$ cat src/rtl/mem_port_arbiter.sv
// mem_port_arbiter: shares one single-ported memory between the fetch
// port and the load/store port, one transaction in flight at a time.
//
// Ports
//   clk, rst_n       clock, async active-low reset
//   if_*             fetch requester (req/addr in, gnt/rvalid/rdata out)
//   d_*              load/store requester (req/we/addr/wdata/wmask in,
//                    gnt/rvalid/rdata out)
//   mem_*            memory side (req/we/addr/wdata/wmask out,
//                    gnt/rvalid/rdata in)
//   spurious_rsp     sticky flag: response seen with nothing in flight
module mem_port_arbiter #(
  parameter int ADDR_W       = 32,
  parameter int DATA_W       = 32,
  parameter int STARVE_LIMIT = 4
) (
  input  logic                clk,
  input  logic                rst_n,
  input  logic                if_req,
  input  logic [ADDR_W-1:0]   if_addr,
  output logic                if_gnt,
  output logic                if_rvalid,
  output logic [DATA_W-1:0]   if_rdata,
  input  logic                d_req,
  input  logic                d_we,
  input  logic [ADDR_W-1:0]   d_addr,
  input  logic [DATA_W-1:0]   d_wdata,
  input  logic [DATA_W/8-1:0] d_wmask,
  output logic                d_gnt,
  output logic                d_rvalid,
  output logic [DATA_W-1:0]   d_rdata,
  output logic                mem_req,
  output logic                mem_we,
  output logic [ADDR_W-1:0]   mem_addr,
  output logic [DATA_W-1:0]   mem_wdata,
  output logic [DATA_W/8-1:0] mem_wmask,
  input  logic                mem_gnt,
  input  logic                mem_rvalid,
  input  logic [DATA_W-1:0]   mem_rdata,
  output logic                spurious_rsp
);

  localparam int MASK_W = DATA_W / 8;
  localparam int CNT_W  = $clog2(STARVE_LIMIT + 1);
  localparam logic [CNT_W-1:0] CNT_MAX = CNT_W'(STARVE_LIMIT);

  typedef enum logic [1:0] {
    IDLE,
    ISSUE,
    WAIT_RSP
  } state_t;

  state_t             state;
  logic               owner_d;
  logic [CNT_W-1:0]   starve_cnt;
  logic               starved;
  logic               pick_d;
  logic               pick_f;
  logic               rsp_hit;

  assign starved = (starve_cnt == CNT_MAX);

  // Data wins ties unless fetch has already waited out its allowance.
  always_comb begin
    pick_d = 1'b0;
    pick_f = 1'b0;
    unique case (1'b1)
      d_req && !(if_req && starved):  pick_d = 1'b1;
      if_req && !(d_req && !starved): pick_f = 1'b1;
      default: ;
    endcase
  end

  // Grants are combinational in IDLE; rst_n gating keeps them low
  // while reset is held even if requests are up.
  assign d_gnt  = rst_n && (state == IDLE) && pick_d;
  assign if_gnt = rst_n && (state == IDLE) && pick_f;

  assign rsp_hit   = (state == WAIT_RSP) && mem_rvalid;
  assign d_rvalid  = rsp_hit && owner_d;
  assign if_rvalid = rsp_hit && !owner_d;
  assign d_rdata   = mem_rdata;
  assign if_rdata  = mem_rdata;

  always_ff @(posedge clk or negedge rst_n) begin
    if (!rst_n) begin
      state        <= IDLE;
      owner_d      <= 1'b0;
      starve_cnt   <= '0;
      spurious_rsp <= 1'b0;
      mem_req      <= 1'b0;
      mem_we       <= 1'b0;
      mem_addr     <= '0;
      mem_wdata    <= '0;
      mem_wmask    <= '0;
    end else begin
      if (mem_rvalid && (state != WAIT_RSP))
        spurious_rsp <= 1'b1;
      unique case (state)
        IDLE: begin
          if (d_gnt) begin
            state     <= ISSUE;
            mem_req   <= 1'b1;
            owner_d   <= 1'b1;
            mem_we    <= d_we;
            mem_addr  <= d_addr;
            mem_wdata <= d_wdata;
            mem_wmask <= d_wmask;
            if (!if_req)
              starve_cnt <= '0;
            else if (!starved)
              starve_cnt <= starve_cnt + CNT_W'(1);
          end else if (if_gnt) begin
            state      <= ISSUE;
            mem_req    <= 1'b1;
            owner_d    <= 1'b0;
            mem_we     <= 1'b0;
            mem_addr   <= if_addr;
            mem_wdata  <= '0;
            mem_wmask  <= {MASK_W{1'b0}};
            starve_cnt <= '0;
          end
        end
        ISSUE: begin
          if (mem_gnt) begin
            state   <= WAIT_RSP;
            mem_req <= 1'b0;
          end
        end
        WAIT_RSP: begin
          if (mem_rvalid)
            state <= IDLE;
        end
        default: begin
          state   <= IDLE;
          mem_req <= 1'b0;
        end
      endcase
    end
  end

endmodule

$ cat config.mk
export PLATFORM = sky130hd
export DESIGN_NAME = mem_port_arbiter
export DESIGN_NICKNAME = d
export VERILOG_FILES = /design/src/rtl/mem_port_arbiter.sv
export SDC_FILE = /design/constraint.sdc
export NUM_CORES = 1
export LEC_CHECK = 0
export BUFFER_PORTS_ARGS = -buffer_cell sky130_fd_sc_hd__buf_4
export CAP_MARGIN = 30
export CORE_AREA = 3 3 106 108
export DETAILED_ROUTE_END_ITERATION = 10
export DIE_AREA = 0 0 109 111
export HOLD_SLACK_MARGIN = 0.06
export PLACE_DENSITY_LB_ADDON = 0.3
export SETUP_SLACK_MARGIN = 0.02
export SLEW_MARGIN = 20
export SYNTH_ARGS = -nofsm -noshare
export SYNTH_HDL_FRONTEND = slang
export SYNTH_SLANG_ARGS = --single-unit
$ cat constraint.sdc
create_clock -name clk -period 2.05 [get_ports clk]
set_clock_uncertainty 0.2 [all_clocks]
set_input_delay 0.205 -clock clk [delete_from_list [all_inputs] [get_ports clk]]
set_output_delay 0.205 -clock clk [all_outputs]
set_load 0.01 [all_outputs]
## Yosys cells after proc, flatten, opt, wreduce, memory -nomap -nowiden

Cells that the tools add are included.

- Bits in registers: 77
- Input port bits: 139
- Output and inout bits: 139
- Logic and storage cells: 64

- $add $sub $neg: 1
- Equal/unequal tests: 8
- Mux-type cells: 24
- Bitwise gates (word level): 1
- Reduce and logical (&&, ||, !) cells: 21

Operators by type and width:

| kind | count |
|---|---|
| $mux 32 | 4 |
| $mux 3 | 4 |
| $logic_and 1x1->1 | 11 |
| $reduce_and 3->1 | 3 |
| $mux 1 | 8 |
| $mux 2 | 4 |
| $mux 4 | 2 |
| $ne 2x2->1 const B | 3 |
| $ne 3x3->1 const B | 2 |
| $pmux 2 s3 | 1 |
| $logic_not 1->1 | 4 |
| $add 3x1->3 const B | 1 |
| $eq 3x3->1 const B | 1 |
| $pmux 1 s3 | 1 |
| $eq 2x1->1 const B | 1 |
| $eq 2x2->1 const B | 1 |
| $logic_not 2->1 | 1 |
| $reduce_and 2->1 | 1 |
| $reduce_bool 2->1 | 1 |
| $not 1->1 | 1 |

## Longest topological paths before layout

Gate-level depths: netlist of run 1.

- Depth after elaboration: 10
- Depth in mapped cells: 7
- Gate-level depth less buffers: 5

## Worst setup path before layout of run 1

OpenSTA, ideal clock, no wires.

- Path type: flip-flop to flip-flop
- From: register starve_cnt[0]
- To: register mem_wdata[23]
- Setup time: 0.121 ns
- Arrival: 1.441 ns
- Data required time: 1.729 ns
- Setup slack: 0.288 ns
- Cell stages (with the launch flop): 8
- Path buffers: 2
- Period minus slack after synthesis: 1.762 ns
- Path through: dfrtp_1 inv_1 ha_1 and3_1 nor2_2 buf_4 buf_6 a22o_1

- Cells in the longest elaborated chain, start to end: 9
- Elaborated cells between the ends (all ways): 15
- Classes of those cells: 1 x eq/ne; 3 x mux; 11 x reduce/logical

Ends and longest elaborated chain:

| what | RTL line | text |
|---|---|---|
| start: declaration | 55 | `logic [CNT_W-1:0] starve_cnt;` |
| start signal: assignment | 112 | `starve_cnt <= starve_cnt + CNT_W'(1);` |
| $eq 3x3->1 * | 61 | `assign starved = (starve_cnt == CNT_MAX);` |
| $logic_not 1->1 | -- |  |
| $logic_and 1x1->1 | 69 | `if_req && !(d_req && !starved): pick_f = 1'b1;` |
| $logic_not 1->1 | 69 |  |
| $logic_and 1x1->1 | 69 |  |
| $mux 1 | 67 | `unique case (1'b1)` |
| $logic_and 1x1->1 | 77 | `assign if_gnt = rst_n && (state == IDLE) && pick_f;` |
| $reduce_bool 2->1 (no line) | -- |  |
| $reduce_and 2->1 (no line) | -- |  |
| end signal: assignment | 107 | `mem_wdata <= d_wdata;` |
| end: declaration | 35 | `output logic [DATA_W-1:0] mem_wdata,` |

Every way passes the cells marked *; elsewhere a longest branch is shown, timed or not.
A chain may end at the register's enable or synchronous reset.

## Worst setup path after layout of run 1

- From: register starve_cnt[1]
- To: output d_gnt

- Cells in the longest elaborated chain, start to end: 6

Ends and longest elaborated chain:

| what | RTL line | text |
|---|---|---|
| $eq 3x3->1 | 61 |  |
| $logic_and 1x1->1 | 68 | `d_req && !(if_req && starved): pick_d = 1'b1;` |
| $logic_not 1->1 | 68 |  |
| $logic_and 1x1->1 | 68 |  |
| $mux 1 | 67 |  |
| $logic_and 1x1->1 | 76 | `assign d_gnt = rst_n && (state == IDLE) && pick_d;` |
| end: declaration | 29 | `output logic d_gnt,` |

Every way passes these cells.

==> impl_metrics.toml, run 1 <==
[outcome]
status = "complete, no violations"

[sta]
min_period_over_period_pct = 96.1
tightest_slew_ns = 0.881
rsz0062_at_grt = "true"
setup_viol = 0
hold_violations = 0
drv_slew = 0
period_needed_ns = 1.97
max_slew_margin_pct = 41.2
clock.fmax_ghz = 0.508
fin_hold_ws_ns = 0.210
layout_setup_ws_ns = 0.0804

[yosys]
avgSynthCellArea_um2 = 10.8
syn-num-nets = 518
netlist_area_um2 = 4060
synth_cell_types = 30
synth_top_cell_by_area = "dfrtp_1"
ys_seq_area_share_pct = 47.4
yosysTopAreaCellShare_pct = 47.4
ys_ff_latch = 77
yosys_warnings = 0
synthCells = 377
ys_top_cells_by_area = "dfrtp_1 47%, buf_4 13%, a31oi_2 9.2%"

[min_path]
holdPathEnd = "if_rdata[1]"
hold_depth = 0
min_from = "mem_rdata[1]"
hold_class = "in2out"

[clocking]
cts-root-buf = "clkbuf_8"
cts_tree = "built"
clock_sinks = 77
cts_htree_levels = 3
clk_pin_slew_worst_paths_ns = 0.08
clock_latency_ns = 0.34
cts_made_buffers = 9
clock_path_buffers = 2

[power_and_ir_drop]
powerDensity_nw_per_um2 = 1120
leakage_nw = 2.93
ir_drop_mv = 0.516
power_mw = 7.23

[routing]
dr.first_iter.drc_count = 324
drc = 0
vias = 3834
postRouteAntennaNets = 0
wirelength_um = 13200
dr.pass1.iters = 4
wire_per_inst_um = 17.8
drt-vias-per-instance = 5.17

[setup_path]
cp_max_fo = 10
critical_path_required_ns = 1.64
endpoint_kind = "primary output"
rrSetupSlack_ns = 0.15
rr_endpoint = "mem_wdata[16]$_DFFE_PN0P_"
r2r-start = "starve_cnt[1]$_DFFE_PN0P_"
cp.arrival_ns = 1.56
crit_type = "reg2out"
r2r_cells = 7
worst_setup_path_start_kind = "flop"

[final_layout]
finish.net_count = 741
antennaDiodeCount = 0
drive_gt1_share_pct = 42.8
design_area_um2 = 6460
syn_to_final_growth_pct = 58.9
post-route-util_pct = 62.6

[global_routing]
grt_max_degree = 71
track_usage_pct = 21.1
grt_pass1_wl_um = 20000
grt.overflow.total = 0
grt_pass1_vias = 3936
antenna_found_initial = 0

[run]
max_cap_violations = 0

[floorplanning]
std_cell_rows = 37
die_h_um = 111
core-area_um2 = 10300
die_w_um = 109
boundaryPins = 278
die_area_um2 = 12100
start_util_pct = 39.4

[placed_design]
io_buffer_count = 181
hpwl_um = 8260
dp_slack_ns = 0.223
postPlaceCellArea_um2 = 5090
place_congestion = 0.743
-- cells by family (layout without fill, tap and decap cells) --
group / after synthesis / in the layout / share of synthesized area [%]
simple gates: 55 / 55 / 7.91
buf+inv: 100 / 328 / 17.0
fa+ha+maj: 2 / 2 / 0.616
compound gates: 143 / 143 / 27.0
flops: 77 / 77 / 47.4
-- per-layer routing --
metal	vias to the layer above	part of all wire, %	global-route usage [%]
met4	0	1.8	7.32
met2	216	51	37.3
met1	1834	39	23.9
met3	26	8.1	5.94
li1	1758	-	-
met5	-	0	0
-- layout make-up --
| cell class | count | area (µm²) |
|---|---|---|
| fillers | 788 | 3870 |
| repair buffers | 309 | 2680 |
| flip-flops and latches | 77 | 1930 |
| multi-input cells | 200 | 1490 |
| well taps | 136 | 170 |
| clock buffers | 9 | 124 |
| clock inverters | 7 | 58.8 |
| inverters | 3 | 11.3 |
-- power by group --
group / internal, mW / switching [mW] / leakage (nW) / total (mW)
registers: 2.23 / 0.471 / 0.922 / 2.70
logic: 1.91 / 1.55 / 1.91 / 3.47
clock network: 0.459 / 0.609 / 0.0921 / 1.07
-- cells in the mapped netlist, drive strengths merged --
cell type,count
a21o,2
a22o,37
a31o,1
nand2b,1
and4b,1
clkbuf,12
a21oi,34
nand3,33
and3,2
o22ai,1
and2,1
a32o,1
nor2,2
a31oi,33
nand3b,1
inv,3
ha,2
buf,85
dfrtp,77
nand4bb,1
o21ai,34
or2,1
nor4bb,1
nand2,8
nor3b,3
-- critical path: stages, from the launching register on --
cell and delay [ns]:
dfrtp_1 0.37, inv_1 0.08, ha_4 0.17, and3_4 0.20
nor2_4 0.13, buf_12 0.14, buf_4 0.12
-- repair_timing --
item | in CTS | in global routing
gates cloned | 2 | 0
buffers inserted | 1 | 2
endpoints found under the hold margin | 81 | 0
pin swaps | 2 | 0
setup endpoints to repair | 1 | 2
hold buffers | 107 | 0
gates resized for setup | 5 | 3
-- registers in the layout (all words and copies together), names as in the netlist --
name,cells
starve_cnt,3
mem_wdata,32
mem_wmask,4
spurious_rsp,1
owner_d,1
mem_we,1
state,2
mem_req,1
mem_addr,32
-- how the worst max path moves through the flow --
stage                                          from                   endpoint  slack, ns  cells past startpoint
after detailed placement  starve_cnt[0]$_DFFE_PN0P_                      d_gnt       0.22                      6
final                     starve_cnt[1]$_DFFE_PN0P_                      d_gnt       0.08                      6
after CTS                      state[1]$_DFFE_PN0P_                      d_gnt       0.02                      4
after global routing      starve_cnt[1]$_DFFE_PN0P_                      d_gnt     -0.008                      6
after global placement    starve_cnt[0]$_DFFE_PN0P_                      d_gnt       0.26                      6
after floorplan           starve_cnt[0]$_DFFE_PN0P_  mem_wdata[23]$_DFFE_PN0P_       0.29                      7
-- metrics by stage --
stage | setup TNS [ns] | std cells
2_1_floorplan | 0 | 377
3_3_place_gp | 0 | 613
3_5_place_dp | 0 | 613
4_1_cts | 0 | 739
5_1_grt | -0.00826 | 741
6_report | 0 | 741
-- cells in the final DEF, fill, tap and decap left out, types with 8 or more instances in the layout --
master	n
dfrtp_1	75
a21oi_1	34
a22o_1	37
buf_4	197
o21ai_0	34
nand2_1	8
nand3_1	33
a31oi_2	30
dlygate4sd3_1	107
clkbuf_8	9
(Power assumes the default switching activity.)
==> run 2, diff against run 1 <==
- ABC_AREA: not set -> 1
- CORE_AREA: 3 3 106 108 -> 3 3 105 107
- DIE_AREA: 0 0 109 111 -> 0 0 108 110
==> impl_metrics.toml, run 2 <==
[outcome]
status = "complete, no violations"

[yosys]
syn-num-nets = 646
synthCells = 505
ys_top_cells_by_area = "dfrtp_1 48%, nand2_1 20%, buf_4 12%"
synth_top_cell_by_area = "dfrtp_1"
synth_edf_count = 0
async_reset_ff_share_pct = 100
avgSynthCellArea_um2 = 8.00
synth_cell_types = 22
ys_seq_area_share_pct = 47.7
ys_ff_latch = 77
yosys_warnings = 0
yosysTopAreaCellShare_pct = 47.7
synthFlopType = "dfrtp_1"
ys_top_cells_by_count = "213 x nand2_1, 77 x dfrtp_1, 64 x buf_4"
netlist_area_um2 = 4040
synth_most_common_cell = "nand2_1"

[setup_path]
endpoint_kind = "primary output"
critical_path_required_ns = 1.64
worst_setup_path_start_kind = "flop"
crit_type = "reg2out"
cp.arrival_ns = 1.52
cp_max_fo = 4

[sta]
tightest_slew_ns = 0.431
clock.fmax_ghz = 0.520
min_period_over_period_pct = 93.8
hold_violations = 0
period_needed_ns = 1.92
fin_tns_setup_ns = 0
fin_hold_ws_ns = 0.148
drv_slew = 0
rsz0062_at_grt = "false"
setup_viol = 0
max_slew_margin_pct = 71.3

[final_layout]
syn_to_final_growth_pct = 59.5
fill_cells = 831
finish.net_count = 873
mostFrequentLayoutCell = "nand2_1"
drive_gt1_share_pct = 29.7
antennaDiodeCount = 0
reg_top3 = "mem_addr (32), mem_wdata (32), mem_wmask (4)"
layout_common_cells = "213 x nand2_1, 192 x buf_4, 106 x dlygate4sd3_1"

[floorplanning]
start_util_pct = 39.5
die_area_um2 = 11900
die_h_um = 110
boundaryPins = 278
die_w_um = 108
std_cell_rows = 37
core-area_um2 = 10200

[power_and_ir_drop]
power_mw = 7.01
ir_drop_mv = 0.509
leakage_nw = 3.45
powerDensity_nw_per_um2 = 1090

[routing]
wire_per_inst_um = 14.4
drt-vias-per-instance = 4.52
dr.first_iter.drc_count = 297
drc = 0
wirelength_um = 12600
postRouteAntennaNets = 0
dr.pass1.iters = 5
vias = 3945

[clocking]
cts_resized = 0
clock_latency_ns = 0.34
cts_tree = "built"
cts-root-buf = "clkbuf_8"
clock_path_buffers = 2
clock_sinks = 77
cts_htree_levels = 3
clk_pin_slew_worst_paths_ns = 0.08
cts_made_buffers = 9

[min_path]
hold_class = "in2reg"

[placed_design]
place_congestion = 0.785
io_buffer_count = 181
hpwl_um = 7270

[global_routing]
antenna_found_initial = 0
track_usage_pct = 21.1
grt.overflow.total = 0
grt_pass1_vias = 4120
grt_max_degree = 78
grt_pass1_wl_um = 19800

[run]
max_cap_violations = 0
run 2: timing repair:
| action | CTS | global route |
|---|---|---|
| cloned | 1 | 1 |
| buffers inserted | 3 | 1 |
| hold buffers | 106 | 0 |
| hold endpoints to repair | 153 | 0 |
| endpoints found under the setup margin | 1 | 2 |
| pin swaps | 2 | 0 |
run 2: metal layers:
metal | global-route usage [%] | part of all wire, % | up-vias
met3 | 7.05 | 9.9 | 25
met5 | 0 | 0 | -
met4 | 6.13 | 1.4 | 0
met1 | 26.3 | 42 | 1769
li1 | - | - | 1936
met2 | 35.2 | 47 | 215
run 2: layout make-up:
cell class	instances	area, µm²	share of cell area [%]
multi-input combinational	298	1360	21.2
clock buffer	11	141	2.20
clock inverter	5	58.8	0.913
timing repair buffer	303	2620	40.7
tap	136	170	2.64
sequential	77	1930	29.9
inverter	43	161	2.51
run 2: worst paths after layout:
kind                                            from                        end  slack [ns]  cells past startpoint
hold reg to reg             spurious_rsp$_DFFE_PN0P_   spurious_rsp$_DFFE_PN0P_        0.27                      1
max in group asynchronous                      rst_n  mem_wdata[21]$_DFFE_PN0P_        0.77                      4
setup / recovery           starve_cnt[1]$_DFFE_PN0P_                      d_gnt        0.13                      7
min in group asynchronous                      rst_n    mem_addr[9]$_DFFE_PN0P_        0.29                      3
hold / removal                                 d_req        owner_d$_DFFE_PN0P_        0.15                      4
setup reg to reg           starve_cnt[1]$_DFFE_PN0P_   mem_addr[11]$_DFFE_PN0P_        0.18                      9
run 2: cells by family (layout without fill, tap and decap cells):
| family | after synthesis | after routing | share of synthesized area (%) |
|---|---|---|---|
| flops | 77 | 77 | 47.7 |
| fa+ha+maj | 2 | 2 | 0.620 |
| buf+inv | 130 | 362 | 18.5 |
| simple gates | 252 | 252 | 25.1 |
| xor+xnor | 1 | 1 | 0.217 |
| compound gates | 43 | 43 | 7.78 |
run 2: critical path, stage by stage, from the launching register on:
cell	delay (ns)
dfrtp_1	0.36
inv_1	0.06
ha_1	0.19
nand3_1	0.10
nand2_2	0.09
nor2_4	0.15
buf_12	0.12
buf_4	0.11
run 2: through the flow:
| step | std cells | setup WS, ns | cell area [µm²] | utilization (%) |
|---|---|---|---|---|
| global route | 873 | 0.0238 | 6440 | 63.0 |
| CTS | 870 | 0.0651 | 6390 | 62.4 |
| finish | 873 | 0.128 | 6440 | 63.0 |
| global placement | 744 | 0.304 | 5070 | 49.6 |
| floorplan | 505 | 0.442 | 4040 | - |
| detailed placement | 744 | 0.259 | 5070 | 49.6 |
run 2: report_power, final:
group	total (mW)	internal (mW)	switching, mW	leakage, nW
sequential	2.66	2.23	0.435	0.966
combinational	3.19	1.61	1.58	2.39
clock	1.15	0.599	0.556	0.0959
==> run 3, diff against run 2 <==
- CORE_AREA: 3 3 105 107 -> 3 3 107 109
- CTS_BUF_LIST: not set -> sky130_fd_sc_hd__clkbuf_2
- DIE_AREA: 0 0 108 110 -> 0 0 110 112
==> impl_metrics.toml, run 3 (same netlist as run 2, synthesis figures left out) <==
[sta]
setup_viol = 0
hold_violations = 0
tightest_slew_ns = 0.513
clock.fmax_ghz = 0.504
min_period_over_period_pct = 96.8
period_needed_ns = 1.98
drv_slew = 0
rsz0062_at_grt = "true"
max_slew_margin_pct = 65.8

[setup_path]
critical_path_required_ns = 1.64
crit_buf_inv = 3
rrSetupSlack_ns = 0.24
r2r_cells = 10
slowest_delay_ns = 0.44
cp_cell_sequence = "inv_2 -> ha_4 -> nand3_2 -> nand2_2 -> nor2_4 -> buf_12 -> buf_6"
cp_max_fo = 2
cpMaxStageDelayCell = "dfrtp_1"
cp_top_family = "flip-flops"
crit_type = "reg2out"
worst_setup_path_start_kind = "flop"
endpoint_kind = "primary output"
cp.arrival_ns = 1.58
rr_endpoint = "mem_addr[12]$_DFFE_PN0P_"
r2r-start = "starve_cnt[0]$_DFFE_PN0P_"

[final_layout]
drive_gt1_share_pct = 30.9
reg_top3 = "mem_addr (32), mem_wdata (32), mem_wmask (4)"
syn_to_final_growth_pct = 59.4
post-route-util_pct = 60.2
finish.net_count = 876
mostFrequentLayoutCell = "nand2_1"
layout_common_cells = "212 x nand2_1, 195 x buf_4, 106 x dlygate4sd3_1"

[floorplanning]
die_area_um2 = 12300
std_cell_rows = 38
start_util_pct = 37.7
die_w_um = 110
core-area_um2 = 10700
die_h_um = 112
boundaryPins = 278

[power_and_ir_drop]
sw_frac_of_total_pct = 37.0
p_int_mw = 4.30
p_clk_share_pct = 13.2
powerDensity_nw_per_um2 = 1060
leakage_nw = 3.46
pwr-share-seq_pct = 38.9
ir_drop_mv = 0.528
power_mw = 6.82
combPwrFrac_pct = 47.8
switchingPower_mw = 2.53

[global_routing]
grt_pass1_vias = 4266
track_usage_pct = 21.0
antenna_found_initial = 0
grt_max_degree = 74
grt_pass1_wl_um = 20300
grt.overflow.total = 0

[clocking]
clk_pin_slew_worst_paths_ns = 0.20
cts_htree_levels = 3
clock_latency_ns = 0.50
cts-root-buf = "clkbuf_2"
clock_sinks = 77
cts_made_buffers = 9
clock_path_buffers = 2
cts_tree = "built"

[placed_design]
io_buffer_count = 181
hpwl_um = 7490
place_congestion = 0.735

[min_path]
hold_class = "in2async"

[routing]
wirelength_um = 12600
drc = 0
wire_per_inst_um = 14.3
postRouteAntennaNets = 0
dr.first_iter.drc_count = 199
dr.pass1.iters = 5
vias = 4022
drt-vias-per-instance = 4.57

[run]
max_cap_violations = 0

[outcome]
status = "complete, no violations"
## run 3: changes by cell type in the layout (fill, tap and decap cells not counted), sizes merged
cell	previous run	this run
clkinvlp	2	1
bufbuf	1	2
clkbuf	12	11
clkinv	1	2
bufinv	1	2
inv	44	43
diode	0	1
buf	195	198
## run 3: timing repair
| action | in CTS | in global routing |
|---|---|---|
| pin swaps | 6 | 3 |
| resized for setup | 4 | 6 |
| endpoints found under the setup margin | 2 | 4 |
| hold buffers | 106 | 0 |
| gates cloned | 2 | 0 |
| buffers inserted | 6 | 2 |
| endpoints found under the hold margin | 153 | 0 |
## run 3: worst max path at each step
| stage | startpoint | endpoint | slack (ns) | depth (start not counted) |
|---|---|---|---|---|
| floorplan | starve_cnt[0]$_DFFE_PN0P_ | mem_addr[10]$_DFFE_PN0P_ | 0.44 | 9 |
| global placement | starve_cnt[0]$_DFFE_PN0P_ | d_gnt | 0.33 | 7 |
| detailed placement | starve_cnt[0]$_DFFE_PN0P_ | d_gnt | 0.27 | 7 |
| CTS | starve_cnt[1]$_DFFE_PN0P_ | d_gnt | -0.04 | 7 |
| global route | starve_cnt[1]$_DFFE_PN0P_ | d_gnt | -0.07 | 7 |
| finish | starve_cnt[0]$_DFFE_PN0P_ | d_gnt | 0.07 | 7 |
## run 3: worst min-delay path: stages
cell and delay [ns]:
dlygate4sd3_1 0.53, buf_4 0.14, buf_4 0.40
## run 3: power groups by stage
stage | Clock [mW] | Combinational [mW] | Sequential (mW)
global placement | 0 | 2.86 | 2.66
CTS | 0.944 | 3.22 | 2.65
floorplan | 0 | 1.17 | 2.94
global route | 1.01 | 3.61 | 2.74
detailed placement | 0 | 2.93 | 2.67
finish | 0.903 | 3.26 | 2.65
## run 3: final cells by class
type | count | area (µm²)
inverters | 43 | 161
clock buffers | 11 | 55.1
flip-flops and latches | 77 | 1930
fillers | 863 | 4260
diodes | 1 | 2.50
multi-input cells | 298 | 1400
clock inverters | 5 | 75.1
repair buffers | 306 | 2640
well taps | 140 | 175
## run 3: metal layers
layer  GRT usage, %  share of wire (%)  up-vias
met5              0                  0        -
met3           5.33                8.6       41
met4           10.6                3.0        0
li1               -                  -     1944
met2           35.8                 51      216
met1           23.8                 38     1821
## run 3: stage by stage
stage	std cells	hold WS, ns	setup WS, ns	instance area (µm²)	TNS [ns]
after floorplan	505	-0.291	0.442	4040	0
after global placement	748	0.149	0.327	5080	0
after detailed placement	748	0.151	0.272	5080	0
after CTS	878	0.0769	-0.0406	6390	-0.0406
after global routing	880	0.127	-0.0705	6430	-0.0782
final	881	0.124	0.0660	6430	0
